--- src/rtl/program_loader_pkg.sv ---
// Shared definitions for the program loader: byte width, default sizing,
// word-width helper and the FSM state encoding.
// Optional macro PROGRAM_LOADER_CHECKSUM_EN adds the CHECK state.
package program_loader_pkg;

  localparam int BYTE_W       = 8;
  localparam int DEFAULT_STEP = 4;
  localparam int DEFAULT_IAW  = 20;
  localparam int WORD_W       = DEFAULT_STEP * BYTE_W;

  function automatic int word_width(input int step);
    return step * BYTE_W;
  endfunction

`ifdef PROGRAM_LOADER_CHECKSUM_EN
  typedef enum logic [2:0] {
    ST_IDLE    = 3'd0,
    ST_COLLECT = 3'd1,
    ST_WRITE   = 3'd2,
    ST_CHECK   = 3'd3,
    ST_DONE    = 3'd4
  } state_t;
`else
  typedef enum logic [2:0] {
    ST_IDLE    = 3'd0,
    ST_COLLECT = 3'd1,
    ST_WRITE   = 3'd2,
    ST_DONE    = 3'd4
  } state_t;
`endif

endpackage

--- src/rtl/program_loader_word_assembler.sv ---
// Packs a byte stream little-endian into one instruction word.
// The word output already includes the byte being strobed this cycle, so
// the owner can register the complete word on the last byte's edge.
module word_assembler
  import program_loader_pkg::*;
#(
  parameter int STEP = DEFAULT_STEP
) (
  input  logic                      clk,
  input  logic                      reset,
  input  logic                      clear,
  input  logic                      strobe,
  input  logic [BYTE_W-1:0]         byte_in,
  output logic [STEP*BYTE_W-1:0]    word,
  output logic                      last_byte
);

  localparam int WW    = word_width(STEP);
  localparam int IDX_W = (STEP > 1) ? $clog2(STEP) : 1;
  localparam logic [IDX_W-1:0] LAST_IDX = IDX_W'(STEP - 1);

  logic [IDX_W-1:0] idx;
  logic [WW-1:0]    word_q;
  logic [WW-1:0]    word_ins;

  // Current word with the incoming byte dropped into lane idx
  always_comb begin
    word_ins = word_q;
    word_ins[idx*BYTE_W +: BYTE_W] = byte_in;
  end

  // Lane register and index; clear wins over a simultaneous strobe
  always_ff @(posedge clk) begin
    if (reset || clear) begin
      idx    <= '0;
      word_q <= '0;
    end else if (strobe) begin
      word_q <= word_ins;
      idx    <= last_byte ? '0 : idx + 1'b1;
    end
  end

  assign word      = strobe ? word_ins : word_q;
  assign last_byte = (idx == LAST_IDX);

endmodule

--- src/rtl/program_loader.sv ---
// Program loader: byte stream in, one pgm write per packed word out,
// holding the core for the whole session.
// Optional macro PROGRAM_LOADER_CHECKSUM_EN adds a trailing checksum byte
// compared against the 8-bit sum of the payload; mismatch raises err.
module program_loader
  import program_loader_pkg::*;
#(
  parameter int INSTR_ADDR_WIDTH = DEFAULT_IAW,
  parameter int STEP             = DEFAULT_STEP
) (
  input  logic                        clk,
  input  logic                        reset,
  input  logic                        start,
  input  logic [INSTR_ADDR_WIDTH-1:0] base_addr,
  input  logic [INSTR_ADDR_WIDTH:0]   word_count,
  input  logic [BYTE_W-1:0]           rx_data,
  input  logic                        rx_valid,
  output logic                        rx_ready,
  output logic                        pgm,
  output logic [INSTR_ADDR_WIDTH-1:0] addr,
  output logic [STEP*BYTE_W-1:0]      data,
  output logic                        busy,
  output logic                        done,
  output logic                        cpu_hold,
  output logic                        err
);

  localparam int WW = word_width(STEP);
  localparam logic [INSTR_ADDR_WIDTH:0] ONE_LEFT = (INSTR_ADDR_WIDTH+1)'(1);

  state_t                      state;
  logic [INSTR_ADDR_WIDTH-1:0] cur_addr;
  logic [INSTR_ADDR_WIDTH:0]   remaining;
  logic                        byte_accept;
  logic                        asm_clear;
  logic [WW-1:0]               asm_word;
  logic                        asm_last;

  assign byte_accept = (state == ST_COLLECT) && rx_valid;
  assign asm_clear   = (state == ST_IDLE) || (state == ST_WRITE);

  word_assembler #(.STEP(STEP)) u_asm (
    .clk       (clk),
    .reset     (reset),
    .clear     (asm_clear),
    .strobe    (byte_accept),
    .byte_in   (rx_data),
    .word      (asm_word),
    .last_byte (asm_last)
  );

`ifdef PROGRAM_LOADER_CHECKSUM_EN
  logic [BYTE_W-1:0] sum;
  logic              err_q;

  assign rx_ready = (state == ST_COLLECT) || (state == ST_CHECK);
  assign busy     = (state == ST_COLLECT) || (state == ST_WRITE) || (state == ST_CHECK);
  assign err      = err_q;
`else
  assign rx_ready = (state == ST_COLLECT);
  assign busy     = (state == ST_COLLECT) || (state == ST_WRITE);
  assign err      = 1'b0;
`endif

  assign done     = (state == ST_DONE);
  assign cpu_hold = busy;

  // Session FSM with address/remaining counters and the registered write port
  always_ff @(posedge clk) begin
    if (reset) begin
      state     <= ST_IDLE;
      cur_addr  <= '0;
      remaining <= '0;
      pgm       <= 1'b0;
      addr      <= '0;
      data      <= '0;
`ifdef PROGRAM_LOADER_CHECKSUM_EN
      sum       <= '0;
      err_q     <= 1'b0;
`endif
    end else begin
      pgm <= 1'b0;
      case (state)
        ST_IDLE: begin
          if (start) begin
            cur_addr  <= base_addr;
            remaining <= word_count;
`ifdef PROGRAM_LOADER_CHECKSUM_EN
            sum       <= '0;
            err_q     <= 1'b0;
`endif
            state     <= (word_count == '0) ? ST_DONE : ST_COLLECT;
          end
        end
        ST_COLLECT: begin
          if (byte_accept) begin
`ifdef PROGRAM_LOADER_CHECKSUM_EN
            sum <= sum + rx_data;
`endif
            if (asm_last) begin
              pgm   <= 1'b1;
              addr  <= cur_addr;
              data  <= asm_word;
              state <= ST_WRITE;
            end
          end
        end
        ST_WRITE: begin
          cur_addr  <= cur_addr + 1'b1;
          remaining <= remaining - 1'b1;
          if (remaining == ONE_LEFT) begin
`ifdef PROGRAM_LOADER_CHECKSUM_EN
            state <= ST_CHECK;
`else
            state <= ST_DONE;
`endif
          end else begin
            state <= ST_COLLECT;
          end
        end
`ifdef PROGRAM_LOADER_CHECKSUM_EN
        ST_CHECK: begin
          if (rx_valid) begin
            err_q <= (rx_data != sum);
            state <= ST_DONE;
          end
        end
`endif
        ST_DONE: begin
          state <= ST_IDLE;
        end
        default: begin
          state <= ST_IDLE;
        end
      endcase
    end
  end

endmodule

--- config.mk ---
export PLATFORM = sky130hd
export DESIGN_NAME = program_loader
export DESIGN_NICKNAME = d
export VERILOG_FILES = /design/src/rtl/program_loader_pkg.sv /design/src/rtl/program_loader_word_assembler.sv /design/src/rtl/program_loader.sv
export SDC_FILE = /design/constraint.sdc
export NUM_CORES = 1
export LEC_CHECK = 0
export BUFFER_PORTS_ARGS = -buffer_cell sky130_fd_sc_hd__buf_4
export CAP_MARGIN = 10
export CELL_PAD_IN_SITES_DETAIL_PLACEMENT = 0
export CELL_PAD_IN_SITES_GLOBAL_PLACEMENT = 1
export CORE_UTILIZATION = 40
export CTS_CLUSTER_DIAMETER = 200
export CTS_CLUSTER_SIZE = 28
export DETAILED_ROUTE_END_ITERATION = 7
export PLACE_DENSITY_LB_ADDON = 0.1
export SETUP_SLACK_MARGIN = 0.05
export SLEW_MARGIN = 20
export SYNTH_ARGS = -nofsm -noshare
export SYNTH_HDL_FRONTEND = slang
export SYNTH_HIERARCHICAL = 1
export SYNTH_SLANG_ARGS = --single-unit
--- constraint.sdc ---
create_clock -name clk -period 6.6 [get_ports clk]
set_input_delay 0.99 -clock clk [delete_from_list [all_inputs] [get_ports clk]]
set_output_delay 0.99 -clock clk [all_outputs]
set_load 0.02 [all_outputs]
[Word level (Yosys, flattened, before mapping)]
Cells that the tools add are included.
Operators by class
  equality and inequality tests: 8
  $lt $le $gt $ge: 0
  shift-type cells: 2
  add/subtract/negate cells: 4
  reduce and logical (&&, ||, !) cells: 11
  mux-type cells: 13
  div/mod/pow operators: 0
  bitwise gates (word level): 2
  multiply operators: 0
Operator list (number)
  one-hot mux 21 bit (2 select lines): 1
  one-hot mux 20 bit (2 select lines): 1
  negator 5 -> 34 bit: 1
  variable shift 8 x 34 -> 32 bit (first input constant): 1
  variable part select 8 x 34 -> 32 bit: 1
  bitwise mux 32 bit: 1
  equality test 21 x 1 -> 1 bit (second input constant): 1
  logical NOT 21 bit: 1
  2-to-1 mux 21 bit: 1
  subtractor 21 x 1 -> 21 bit (second input constant): 1
  adder 20 x 1 -> 20 bit (second input constant): 1
  2-to-1 mux 20 bit: 1
  2-to-1 mux 3 bit: 5
  one-hot mux 3 bit (3 select lines): 1
  AND reduction 3 bit: 2
  != test 2 x 1 -> 1 bit (second input constant): 2
  equality test 3 x 1 -> 1 bit (second input constant): 1
  equality test 3 x 2 -> 1 bit (second input constant): 1
  equality test 3 bit (second input constant): 1
  logical NOT 3 bit: 1
  logical OR 1 bit: 3
  OR reduction 3 bit: 1
  adder 2 x 1 -> 2 bit (second input constant): 1
  equality test 2 bit (second input constant): 1
  other kinds (7): 8
Storage, ports and cells
  latch bits: 0
  bits in read-only memories: 0
  output and inout bits: 58
  bits in writable memories: 0
  input bits: 53
  register bits: 131
  memories kept: 0

[Logic depth before layout (Yosys ltp)]
  word-level depth: 4
  mapped depth: 8
  mapped depth without buffers: 7

[Hierarchy]
Netlist, hierarchy kept.
Modules (own cells, without submodules)
  program_loader: cells an instance 595, instances 1, seq. area each 1941.9 um^2, area an instance 4548.1 um^2
  word_assembler: cells an instance 165, instances 1, seq. area each 680.7 um^2, area an instance 1507.7 um^2

[Worst setup path after synthesis]
OpenSTA, ideal clock, no wires.
  path kind: register -> output
  start: register state[0]
  end: output port cpu_hold
  buffers on the path: 1
  stages on the path, launching flop included: 4
  arrival time: 1.644 ns
  setup slack: 3.966 ns
  path through: dfxtp_1 -> nor3b_1 -> nand2b_1 -> buf_4
Between the ends
  word-level cells in the longest chain between the ends: 2
  elaborated cells on any way between the ends: 3
  classes of those cells: 2 x eq/ne; 1 x reduce/logical
Ends and longest elaborated chain
  start: declaration: line program_loader.sv:31  | state_t state;
  start signal: assignment: line program_loader.sv:92  | state <= (word_count == '0) ? ST_DONE : ST_COLLECT;
  equality test 3 x 1 -> 1 bit
  net rx_ready: line program_loader.sv:18  | output logic rx_ready,
  logical OR 1 bit: line program_loader.sv:61  | assign busy = (state == ST_COLLECT) || (state == ST_WRITE);
  end: declaration: line program_loader.sv:24  | output logic cpu_hold,
The timed path passes the listed nets, and every way through them passes these cells.

[Worst setup path in the final report]
  start: register state[1]
  end: output port busy
Between the ends
  word-level cells in the longest chain between the ends: 2
  elaborated cells on any way between the ends: 3
  classes of those cells: 2 x eq/ne; 1 x reduce/logical
Ends and longest elaborated chain
  equality test 3 x 1 -> 1 bit / equality test 3 x 2 -> 1 bit (equally long branches): line program_loader.sv:61
  logical OR 1 bit (*): line program_loader.sv:61
  end: declaration: line program_loader.sv:22  | output logic busy,
Every way passes the cells marked *; elsewhere a longest branch is shown, timed or not.

==> key figures <==
Pwr
  • Peak VDD IR: around 0.17 mV
  • Pleak: ~0.003 µW
  • Pwr dens: ~270 nW/µm²

GRT
  • Vias in the first global route: around 5600
  • GRT Total Usage: 22.6%
  • First-pass GRT wire length: approximately 28000 µm
  • Total gr overflow: 0
  • Largest net degree at the start of global routing: 95
  • Initial antenna violation count: 0

Synthesis
  • Post-Syn Nets: 822
  • Top FF cell, synth: dfxtp_1
  • Post-Syn Area: approximately 6100 µm²
  • Ys async rst share: 0%
  • Post-synth EDFFs: 0
  • Ys Warns: 6
  • Avg Synthesized Cell Area: about 8 µm²
  • Register area share after synthesis: ~43%
  • Synth cell types: 63
  • Synth Instances: between 700 and 800
  • #FFs+latches synth: roughly 130

Routing
  • Detailed-route via count: between 5000 and 6000
  • M1 WL: between 7000 and 8000 µm
  • DR WL/cell: between 15 and 20 µm
  • Via density: 5.65
  • Antenna viol nets, final: 0
  • Met2 wire len: between 8000 and 9000 µm
  • Post-route DRC: 10
  • Uppermost layer routed: met4
  • Drt total wl: ~17000 µm
  • Met3 wire len: 828 µm
  • Starting DRC count in detailed routing: roughly 460
  • DR pass1 iterations: 7

Placed design
  • Detailed Place HPWL: between 10000 and 15000 µm
  • GP Congestion: between 0.8 and 0.9
  • Port bufs: 109
  • DP Cell Count: 1001

STA
  • Setup TNS Final: 0 ns
  • Crit share post-route: 44.7%
  • Max-slew violations: 0
  • Final hold vios: 0
  • Final setup vio count: 0
  • Fmax: 0.339 GHz
  • Worst relative slew slack: between 30% and 40%
  • Min Tclk post-route: slightly below 3 ns
  • Worst Tran Pin Value: 0.986 ns
  • Clock skew: roughly 0.0088 ns
  • RSZ-0062 raised after global routing: false
  • Worst hold slack: 0.454 ns

Critical path
  • Critical Path AT: slightly below 2 ns
  • CP Capture Type: output pin
  • Worst setup path class: flip-flop to output pin
  • CP required: between 5 and 6 ns
  • Crit path launch type: flip-flop
  • Critical-path maximum fanout: 12

Floorplanning
  • Core ar.: between 10000 and 15000 µm²
  • I/O Pins: between 100 and 150
  • Starting density of the core: approximately 41%
  • Die X: between 100 and 150 µm
  • DIE AREA: 15600 µm²
  • Die Y: 125 µm
  • FP Rows: 44

Job
  • Max Cap Viol: 0

Cells and area
  • Final net count: 898
  • Number of diodes: 0
  • Layout Cells excl Fill: 1033
  • Layout cells sized above 1: 19.4%
  • Area delta synth->final: 24.9%

Clock tree
  • CTS tree: done
  • Htree depth: 4
  • Quantity of hold-fixing buffers added after cts: 0
  • Post-CTS Setup Inserts: 0
  • Number of gates resized after CTS: 0
  • Clock Root Buffer: clkbuf_16
  • CTS Buf Count: 17
  • Clk buf depth: 2
  • Worst-path clk slew: about 0.06 ns
  • Worst skew pair latency: ~0.42 ns
  • Clock Sinks: approximately 130

Worst hold path
  • Worst Hold Class: flip-flop to flip-flop

Outcome
  • Failing checks: design-rule violations
  • Status: finished with violations
## Yosys cell counts (12+ instances only)
master      n  area share [%]
nand2_1   149             9.2
dfxtp_1   131              43
a21oi_1    65             5.4
clkbuf_1   49             3.0
nor2_1     47             2.9
inv_1      34             2.1
nor3_1     23             1.9
a32oi_1    21             3.0
nand3_1    18             1.5
and3_1     17             1.8
nor4_1     14             1.4
o21ai_0    14             1.2
or3_1      13             1.3
a31oi_1    12             1.2
## logic make-up after synthesis
| group | after synthesis | share of synthesized area [%] |
|---|---|---|
| flops | 131 | 43.3 |
| xor+xnor | 3 | 0.434 |
| simple gates | 333 | 26.4 |
| mux | 5 | 0.847 |
| fa+ha+maj | 9 | 1.86 |
| buf+inv | 92 | 6.16 |
| compound gates | 186 | 20.9 |
| other cells | 1 | 0.0619 |
## routing by layer
| layer | up-vias | global-route usage (%) |
|---|---|---|
| li1 | 2865 | - |
| met4 | 0 | 10.8 |
| met5 | - | 0 |
| met3 | 29 | 4.11 |
| met1 | 2773 | 28.4 |
| met2 | 172 | 37.6 |
## metrics by stage
| step | power (µW) | setup WS [ns] | area (µm²) | util [%] |
|---|---|---|---|---|
| CTS | 2050 | 3.75 | 7560 | 51.6 |
| global placement | 1030 | 3.87 | 6910 | 47.2 |
| global route | 2110 | 3.55 | 7560 | 51.7 |
| detailed placement | 1030 | 3.79 | 6910 | 47.2 |
| floorplan | 964 | 3.97 | 6060 | - |
| finish | 2040 | 3.65 | 7560 | 51.7 |
## placed cells by master, fill, tap and decap left out, types with 3 or more instances in the layout
cell	Yosys	layout
a211oi_1	6	6
clkbuf_16	0	17
nand2_1	149	149
a31oi_1	12	12
and3_1	17	17
nand2_2	3	3
o21a_1	3	3
a2bb2oi_1	3	3
nor2b_1	11	11
a32oi_1	21	21
nand3_1	18	17
o22ai_1	5	5
clkinvlp_4	0	4
o211ai_1	11	11
bufinv_16	0	4
dfxtp_1	131	131
or4_1	4	4
a32o_1	5	5
buf_4	3	115
o21ai_0	14	13
a22o_1	9	9
clkbuf_8	1	3
xnor2_1	3	3
or3_1	13	13
nor3_1	23	23
a311oi_1	3	3
ha_1	9	9
inv_1	34	34
a21oi_1	65	65
a22oi_1	8	8
a221oi_1	3	3
nand4_1	11	11
or2_2	5	5
mux2i_1	4	4
nor4_1	14	14
nor2_1	47	47
o41ai_1	3	3
## worst max-delay path, stage by stage, from the launching register on
cell and delay [ns]:
dfxtp_1 0.41, nor3b_1 0.72, nand2b_1 0.25, buf_4 0.16
## report_power, final
part	total, µW	internal, µW	switching (µW)
Combinational	182	73.8	108
Sequential	837	810	26.6
Clock	1020	663	356
Total	2040	1550	491
## area by class of cell
type / count / area (µm²)
Clock inverter: 11 / 173
Tap cell: 184 / 230
Fill cell: 1429 / 7080
Sequential cell: 131 / 2620
Inverter: 34 / 128
Clock buffer: 21 / 470
Timing Repair Buffer: 115 / 863
Multi-Input combinational cell: 537 / 3080
## path summary, 6_finish.rpt
path | start | end | slack (ns) | cells after the start
setup / recovery | state[1]$_SDFFE_PP0P_ | busy | 3.65 | 3
hold / removal | data[14]$_SDFFE_PP0P_ | data[14]$_SDFFE_PP0P_ | 0.45 | 2
setup reg to reg | state[1]$_SDFFE_PP0P_ | data[18]$_SDFFE_PP0P_ | 3.80 | 7
hold reg to reg | data[14]$_SDFFE_PP0P_ | data[14]$_SDFFE_PP0P_ | 0.45 | 2
## registers in the layout, indices dropped and copies added, names as in the netlist
name          count
addr             20
cur_addr         20
data             32
pgm               1
remaining        21
state             3
u_asm/idx         2
u_asm/word_q     32
No activity file was read; power rests on OpenSTA's default activity.
